[src/rtl/rgb_pwm_ctrl.sv]
// rgb_pwm_ctrl: three-channel 8-bit PWM for the SB_RGBA_DRV inputs with double-buffered duties.
// Define RGB_PWM_FADE_EN to make active duties step by one per period toward the written value.
module rgb_pwm_ctrl #(
    parameter int unsigned PRESC_DIV = 23,
    parameter bit          RESET_EN  = 1'b0
) (
    input  logic       HCLK,
    input  logic       HRESETn,
    input  logic       wr_en,
    input  logic [1:0] wr_addr,
    input  logic [7:0] wr_data,
    input  logic [1:0] rd_addr,
    output logic [7:0] rd_data,
    output logic       red_pwm,
    output logic       green_pwm,
    output logic       blue_pwm,
    output logic       period_start
);
    localparam logic [1:0]  ADDR_CTRL = 2'd3;
    localparam logic [15:0] PRESC_TC  = 16'(PRESC_DIV);

    logic [15:0] presc_cnt_reg;
    logic [7:0]  pwm_cnt_reg;
    logic        enable_reg;
    logic        upd_pend_reg;
    logic        period_start_reg;

    logic        tick;
    logic        boundary;
    logic        ctrl_wr;
    logic [2:0]  duty_wr;
    logic [2:0]  chan_eq;
    logic [2:0]  pwm_vec;
    logic [7:0]  pend_vec [3];

    assign tick     = enable_reg && (presc_cnt_reg == PRESC_TC);
    assign boundary = tick && (pwm_cnt_reg == 8'hFF);
    assign ctrl_wr  = wr_en && (wr_addr == ADDR_CTRL);

    generate
        for (genvar gi = 0; gi < 3; gi++) begin : g_chan
            logic [7:0] pend_reg;
            logic [7:0] act_reg;
            logic [7:0] act_next;
            logic       pwm_reg;

            assign duty_wr[gi] = wr_en && (wr_addr == 2'(gi));

`ifdef RGB_PWM_FADE_EN
            // Fade: one LSB per period toward the programmed duty.
            always_comb begin
                act_next = act_reg;
                if (act_reg < pend_reg) begin
                    act_next = act_reg + 8'd1;
                end else if (act_reg > pend_reg) begin
                    act_next = act_reg - 8'd1;
                end
            end
`else
            assign act_next = pend_reg;
`endif

            // Channel has settled once the boundary update lands on the pending value.
            assign chan_eq[gi]  = (act_next == pend_reg);
            assign pend_vec[gi] = pend_reg;
            assign pwm_vec[gi]  = pwm_reg;

            always_ff @(posedge HCLK) begin
                if (!HRESETn) begin
                    pend_reg <= 8'h00;
                    act_reg  <= 8'h00;
                    pwm_reg  <= 1'b0;
                end else begin
                    if (duty_wr[gi]) begin
                        pend_reg <= wr_data;
                    end
                    // While disabled the active duty follows the buffer so re-enable starts clean.
                    if (!enable_reg) begin
                        act_reg <= pend_reg;
                    end else if (boundary) begin
                        act_reg <= act_next;
                    end
                    pwm_reg <= enable_reg && (pwm_cnt_reg < act_reg);
                end
            end
        end
    endgenerate

    always_ff @(posedge HCLK) begin
        if (!HRESETn) begin
            presc_cnt_reg    <= 16'h0000;
            pwm_cnt_reg      <= 8'h00;
            enable_reg       <= RESET_EN;
            upd_pend_reg     <= 1'b0;
            period_start_reg <= 1'b0;
        end else begin
            if (!enable_reg) begin
                presc_cnt_reg <= 16'h0000;
                pwm_cnt_reg   <= 8'h00;
            end else begin
                presc_cnt_reg <= tick ? 16'h0000 : presc_cnt_reg + 16'd1;
                if (tick) begin
                    pwm_cnt_reg <= pwm_cnt_reg + 8'd1;
                end
            end

            period_start_reg <= boundary;

            if (ctrl_wr) begin
                enable_reg <= wr_data[0];
            end

            // A duty write always wins over a coincident clear.
            if (|duty_wr) begin
                upd_pend_reg <= 1'b1;
            end else if (!enable_reg || (boundary && (&chan_eq))) begin
                upd_pend_reg <= 1'b0;
            end
        end
    end

    always_comb begin
        rd_data = 8'h00;
        case (rd_addr)
            2'd0:    rd_data = pend_vec[0];
            2'd1:    rd_data = pend_vec[1];
            2'd2:    rd_data = pend_vec[2];
            default: rd_data = {6'b000000, upd_pend_reg, enable_reg};
        endcase
    end

    assign red_pwm      = pwm_vec[0];
    assign green_pwm    = pwm_vec[1];
    assign blue_pwm     = pwm_vec[2];
    assign period_start = period_start_reg;

endmodule

[config.mk]
export PLATFORM = sky130hd
export DESIGN_NAME = rgb_pwm_ctrl
export DESIGN_NICKNAME = d
export VERILOG_FILES = /design/src/rtl/rgb_pwm_ctrl.sv
export SDC_FILE = /design/constraint.sdc
export NUM_CORES = 1
export LEC_CHECK = 0
export CAP_MARGIN = 20
export CELL_PAD_IN_SITES_DETAIL_PLACEMENT = 2
export CELL_PAD_IN_SITES_GLOBAL_PLACEMENT = 2
export CORE_ASPECT_RATIO = 0.7
export CORE_MARGIN = 3
export CORE_UTILIZATION = 38
export CTS_BUF_LIST = sky130_fd_sc_hd__clkbuf_16
export DETAILED_ROUTE_END_ITERATION = 12
export PLACE_DENSITY = 0.88
export REMOVE_ABC_BUFFERS = 1
export SLEW_MARGIN = 20
export SYNTH_ARGS = -nofsm -noshare
export SYNTH_HDL_FRONTEND = slang
export SYNTH_SLANG_ARGS = --single-unit
[constraint.sdc]
create_clock -name HCLK -period 5 [get_ports HCLK]
set_input_delay 1.5 -clock HCLK [delete_from_list [all_inputs] [get_ports HCLK]]
set_output_delay 1.5 -clock HCLK [all_outputs]
set_load 0.005 [all_outputs]
# [Yosys cells after proc, flatten, opt, wreduce, memory -nomap -nowiden]
# Cells that the tools add are included.
[totals] ff_bits=78 latch_bits=0 ramBits=0 rom_bits=0 input_bits=15 output_inout_bits=12 word_cells=55 mem_count=0
[classes] add_sub_neg=2 mul=0 div=0 order_cmp=3 eq_ne=8 shift=0 muxes=9 bitwise=2 n_reduce_logical=17
[op_table] operator="2-to-1 mux 8 bit" n=6
[op_table] operator="less-than comparator 8 bit" n=3
[op_table] operator="one-hot mux 8 bit (3 select lines)" n=1
[op_table] operator="adder 16 x 1 -> 16 bit (second input constant)" n=1
[op_table] operator="== test 16 x 5 -> 1 bit (second input constant)" n=1
[op_table] operator="logical AND 1 bit" n=9
[op_table] operator="adder 8 x 1 -> 8 bit (second input constant)" n=1
[op_table] operator="== test 8 bit (second input constant)" n=1
[op_table] operator="== test 2 bit (second input constant)" n=3
[op_table] operator="OR reduction 3 bit" n=2
[op_table] operator="== test 2 x 1 -> 1 bit (second input constant)" n=2
[op_table] operator="zero test 2 bit" n=2
[op_table] operator="2-to-1 mux 1 bit" n=2
[op_table] operator="inequality test 2 x 1 -> 1 bit (second input constant)" n=1
[op_table] operator="NOT 1 bit" n=2
[op_table] operator="AND reduction 2 bit" n=1
[op_table] operator="nonzero test 2 bit" n=1
[op_table] operator="zero test 1 bit" n=1
[op_table] operator="logical OR 1 bit" n=1

# [Longest topological paths before layout]
# Gate-level depths: netlist (run 1).
[depth] ltp_word=6 ltp_mapped=8 depth_no_buf=6

# [Worst setup path before layout (run 1)]
# Ideal clock, no wire load.
[synth_path] kind="input-to-output" startpoint="input rd_addr[0]" endpoint="output rd_data[0]" arrival_ns=2.285 required_time_ns=3.500 path_slack_ns=1.215 path_stages=2 n_path_buf=1 path_cell_list="clkbuf_1 > mux4_2"
[synth_via] elab_chain_cells=2 elab_cells_between_ends=4 cone_classes="eq/ne (2); mux (1); reduce/logical (1)"
[synth_rtl] element="start: declaration" line="12" rtl="input logic [1:0] rd_addr,"
[synth_rtl] element="== test 2 bit (tied with other cells)" line="124" rtl="case (rd_addr)"
[synth_rtl] element="one-hot mux 8 bit (3 select lines) *" line="124"
[synth_rtl] element="end: declaration" line="13" rtl="output logic [7:0] rd_data,"
# Mark *: on every way between the ends. The rest lies on a longest branch, timed or not.

# [Worst setup path after layout (run 1)]
[layout_path] startpoint="input rd_addr[0]" endpoint="output rd_data[2]"
# Same word-level chain as after synthesis.

==> results of run 1 <==
layout by cell type, fill, tap and decap left out:
cell type	count
bufinv_16	1
nor3_1	8
o21ai_0	24
clkinv_1	2
inv_1	29
nor2_1	58
o31a_1	1
clkinv_2	1
a21o_1	3
mux2i_1	32
a21oi_1	4
a22oi_1	1
nor4b_2	1
or3_1	1
nand2b_1	3
nand2_1	39
clkdlybuf4s50_1	26
xor2_1	10
a211oi_1	3
and4b_1	1
mux4_2	2
buf_4	6
nand4_1	12
dfxtp_1	78
xnor2_1	10
ha_1	23
clkinv_4	1
nand3_1	35
clkinvlp_4	2
nand3b_1	2
nor4_1	6
clkbuf_16	9
nor2b_1	1
o21ai_1	10
nor3b_1	1
through the flow:
stage	area (sq um)	hold slack [ps]
after floorplan	3520	418
after global placement	3980	427
after detailed placement	3980	460
after CTS	4270	471
after global routing	4270	481
final	4270	466
cells by family after synthesis:
group	after synthesis
DFF	78
muxes	34
and+or+nand+nor	168
buffers and inverters	50
adders and majority gates	23
AOI/OAI and AO/OA	46
xor gates and xnor gates	20
synthesized netlist by cell type:
master    instances  share of area, %
nor2_1           58               6.0
nand3_1          35               4.9
a21oi_1           4              0.55
clkbuf_1         15               1.6
nor2b_1           1              0.17
mux4_2            2               1.2
inv_1            28               2.9
clkinv_1          1              0.10
nand2_1          39               4.1
a21o_1            3              0.62
nand3b_1          2              0.42
xor2_1           10               2.4
xnor2_1          10               2.4
or3_1             1              0.17
ha_1             23               8.0
nor4b_2           1              0.42
nor3b_1           1              0.21
a22oi_1           1              0.21
buf_6             1              0.31
o21ai_0          24               3.3
a211oi_1          3              0.62
and4b_1           1              0.28
nor4_1            6               1.0
nand2b_1          3              0.52
dfxtp_1          78                43
nor3_1            8               1.1
o21ai_1          10               1.4
nand4_1          12               2.1
o31a_1            1              0.24
buf_1             4              0.42
buf_2             1              0.14
mux2i_1          32               8.9
how the worst max path moves through the flow:
stage                    start         end  slack [ps]  cells past startpoint
floorplan           rd_addr[0]  rd_data[0]        1520                      1
global placement    rd_addr[0]  rd_data[7]         230                      5
detailed placement  rd_addr[0]  rd_data[3]         160                      5
CTS                 rd_addr[0]  rd_data[2]         140                      5
global route        rd_addr[0]  rd_data[2]          30                      5
finish              rd_addr[0]  rd_data[2]         180                      5
layout make-up:
| cell class | count | area [sq um] | share of cell area (%) |
|---|---|---|---|
| inverter | 29 | 109 | 2.55 |
| tap | 124 | 155 | 3.63 |
| clock buffer | 9 | 225 | 5.27 |
| multi-input combinational | 291 | 1850 | 43.3 |
| timing repair buffer | 32 | 305 | 7.14 |
| clock inverter | 7 | 66.3 | 1.55 |
| sequential | 78 | 1560 | 36.5 |
layer usage:
metal  GRT usage (%)  wire, um  up-vias
met4            7.32       223        0
met1            29.7      5560     1581
li1                -         -     1464
met3            6.46       481       25
met5               0         0        -
met2            39.3      5560       62
report_power, final:
group | switching (W) | internal (W) | total (W)
registers | 0.0000109 | 0.000633 | 0.000644
logic | 0.0000485 | 0.0000367 | 0.0000852
clock network | 0.000264 | 0.000383 | 0.000647
total | 0.000324 | 0.00105 | 0.00138
worst max-delay path, stage by stage:
cell and delay (ps):
clkdlybuf4s50_1 590, nor2b_1 470, nand2_1 120, o21ai_0 110, clkdlybuf4s50_1 540
==> summary by stage, run 1 <==
Outcome
The flow ran to the end, and the final reports show no timing, DRC or antenna violations.

Setup path
The worst register-to-register path ends at g_chan[2].act_reg[1]. For the worst setup path, the data required time is approximately 3500 ps. The data arrival time at the worst-slack endpoint is roughly 3300 ps. The critical setup path kind is in2out.

The worst register-to-register path begins at presc_cnt_reg[9]. The worst-case reg-to-reg path depth is 6. Of all nets on the critical path, the largest fanout is 6. The launching element type of the critical path is an input pin. The capturing element type of the critical path is an output port. The worst register-to-register path has a setup slack of approximately 2200 ps.

Final layout
The number of filler cells placed in the layout is between 1000 and 1500. The number of antenna repair diodes is 0. The net count reported at finish is between 400 and 500.

Cells fill 46.7% of the core in the end. The signed area change from the synthesized netlist to the final layout is 18.4%. In the final layout, the share of cells above drive strength 1 is 5.16%. The final standard cell count with taps included and fillers excluded is 570.

Synth
The portion of synthesized area spent on multiplexers is between 10% and 20%. The synthesized-area fraction occupied by and/or/nand/nor cells is between 20% and 30%. After synthesis, the largest family of logic cells by area is simple AND/OR/NAND/NOR gates. The share of the Yosys chip area taken by registers is 43.3%.

Summing the areas of all fa, ha and maj instances in the mapped netlist gives about 8.0% of the synthesized area. The number of different library cells used by synthesis comes to 32. The post-synthesis cell area is ~0.0036 sq mm. The cell count after synthesis came out at between 400 and 500. The XOR/XNOR share of the synthesized area is 4.85%. For this run, the number of Yosys warnings is 0.

The mean instance size in the synthesized netlist is 8.61 sq um. The compound-gate portion of the synthesized area is ~7.0%. The number of synthesized register bits is 78.

Timing
The timing-limited maximum frequency is 208 MHz. The period utilization is 96.4%. At the pin with the least slew margin, the transition time is ~660 ps. On the final layout, the worst clock skew is between 9 and 10 ps. Setup violations remaining at the end of the flow were counted as 0. The post-layout worst setup margin is about 180 ps. The final sum of negative setup slack is 0 ps. The final-report max-slew violation count was 0. The final hold violation count is 0. Setup repair after global routing left no endpoint under its margin. In this run the tightest slew margin relative to its limit is between 50% and 60%. The final critical-path required period is around 4800 ps.

CTS
The post-CTS resize count is 0. The count of H-tree levels built during CTS is 3. TritonCTS built the clock tree. Buffers inserted to repair hold after CTS numbered 0. The CTS sink count is just under 80. Clock latency on the worst-skew pair, taken at its later pin, is roughly 340 ps. The buffer levels on the longest clock path is 2. The post-CTS setup buffer count is 0. CTS placed an instance of clkbuf_16 at the clock tree root.

The number of buffers added by the clock tree synthesis step is 9. After clock tree synthesis, the clock-pin slew on the worst setup and hold paths is about 60 ps.

Power and ir drop
The maximum VDD drop is roughly 0.16 mV. In this run the power density over the cells is around 320 mW/mm^2. The total power of the final layout is around 0.0014 W. The total leakage power is 1.61 nW.

Global route
The global router's overall resource usage is around a quarter. The number of global-route vias before repair is 3371. Entering global routing, the biggest net connects 50 pins. The remaining global-route overflow is 0. The first global-routing pass estimated between 15000 and 20000 um of wire. The initial antenna violation count was 0.

Die
The standard-cell row count is 29. The count of pins on the block boundary is 27. The initial cell density of the core is 39.5%.

The die outline width is around 120 um. The floorplan step defined a core boundary enclosing ~0.009 sq mm. Measured along the y axis, the die boundary spans ~90 um. The floorplan step defined a die boundary enclosing approximately 0.011 sq mm.

Placement
The setup slack after placement is roughly 160 ps. The congestion estimate from routability-driven global placement came to 0.760. The cell count after placement is roughly 550.

Buffers placed on the I/O ports in this run total 26. After legalization and detailed placement, the total HPWL measured between 7000 and 8000 um.

Routing
After detailed routing, the number of remaining DRC violations is 0. The routed layout has between 3000 and 4000 vias. The total length of routed wires is between 10000 and 15000 um.

The first detailed-routing pass took 4 iterations. The detailed router finished its first iteration with 204 violations. The post-detailed-route via-to-cell ratio is around 5.5. In this run the remaining antenna-violating nets after routing total 0. Dividing the detail-routed wire length by the instance count gives 20.7 um.

Min path
The cell depth of the worst hold path is 2. The start point of the worst min-delay path is g_chan[0].act_reg[5]. The class of the most critical hold timing path is reg2reg. The worst hold path terminates at g_chan[0].act_reg[5].

Run
Across the run, the number of max-cap violations was 0.
Power figures use the tool's default switching activity.
==> run 2: changes to the inputs <==
--- a/config.mk
+++ b/config.mk
@@ -12,6 +12,7 @@
 export CORE_MARGIN = 3
 export CORE_UTILIZATION = 38
 export CTS_BUF_LIST = sky130_fd_sc_hd__clkbuf_16
+export CTS_CLUSTER_SIZE = 14
 export DETAILED_ROUTE_END_ITERATION = 12
 export PLACE_DENSITY = 0.88
 export REMOVE_ABC_BUFFERS = 1
==> results of run 2 <==
The final DEF is identical to that of run 1; final timing and power are the same.
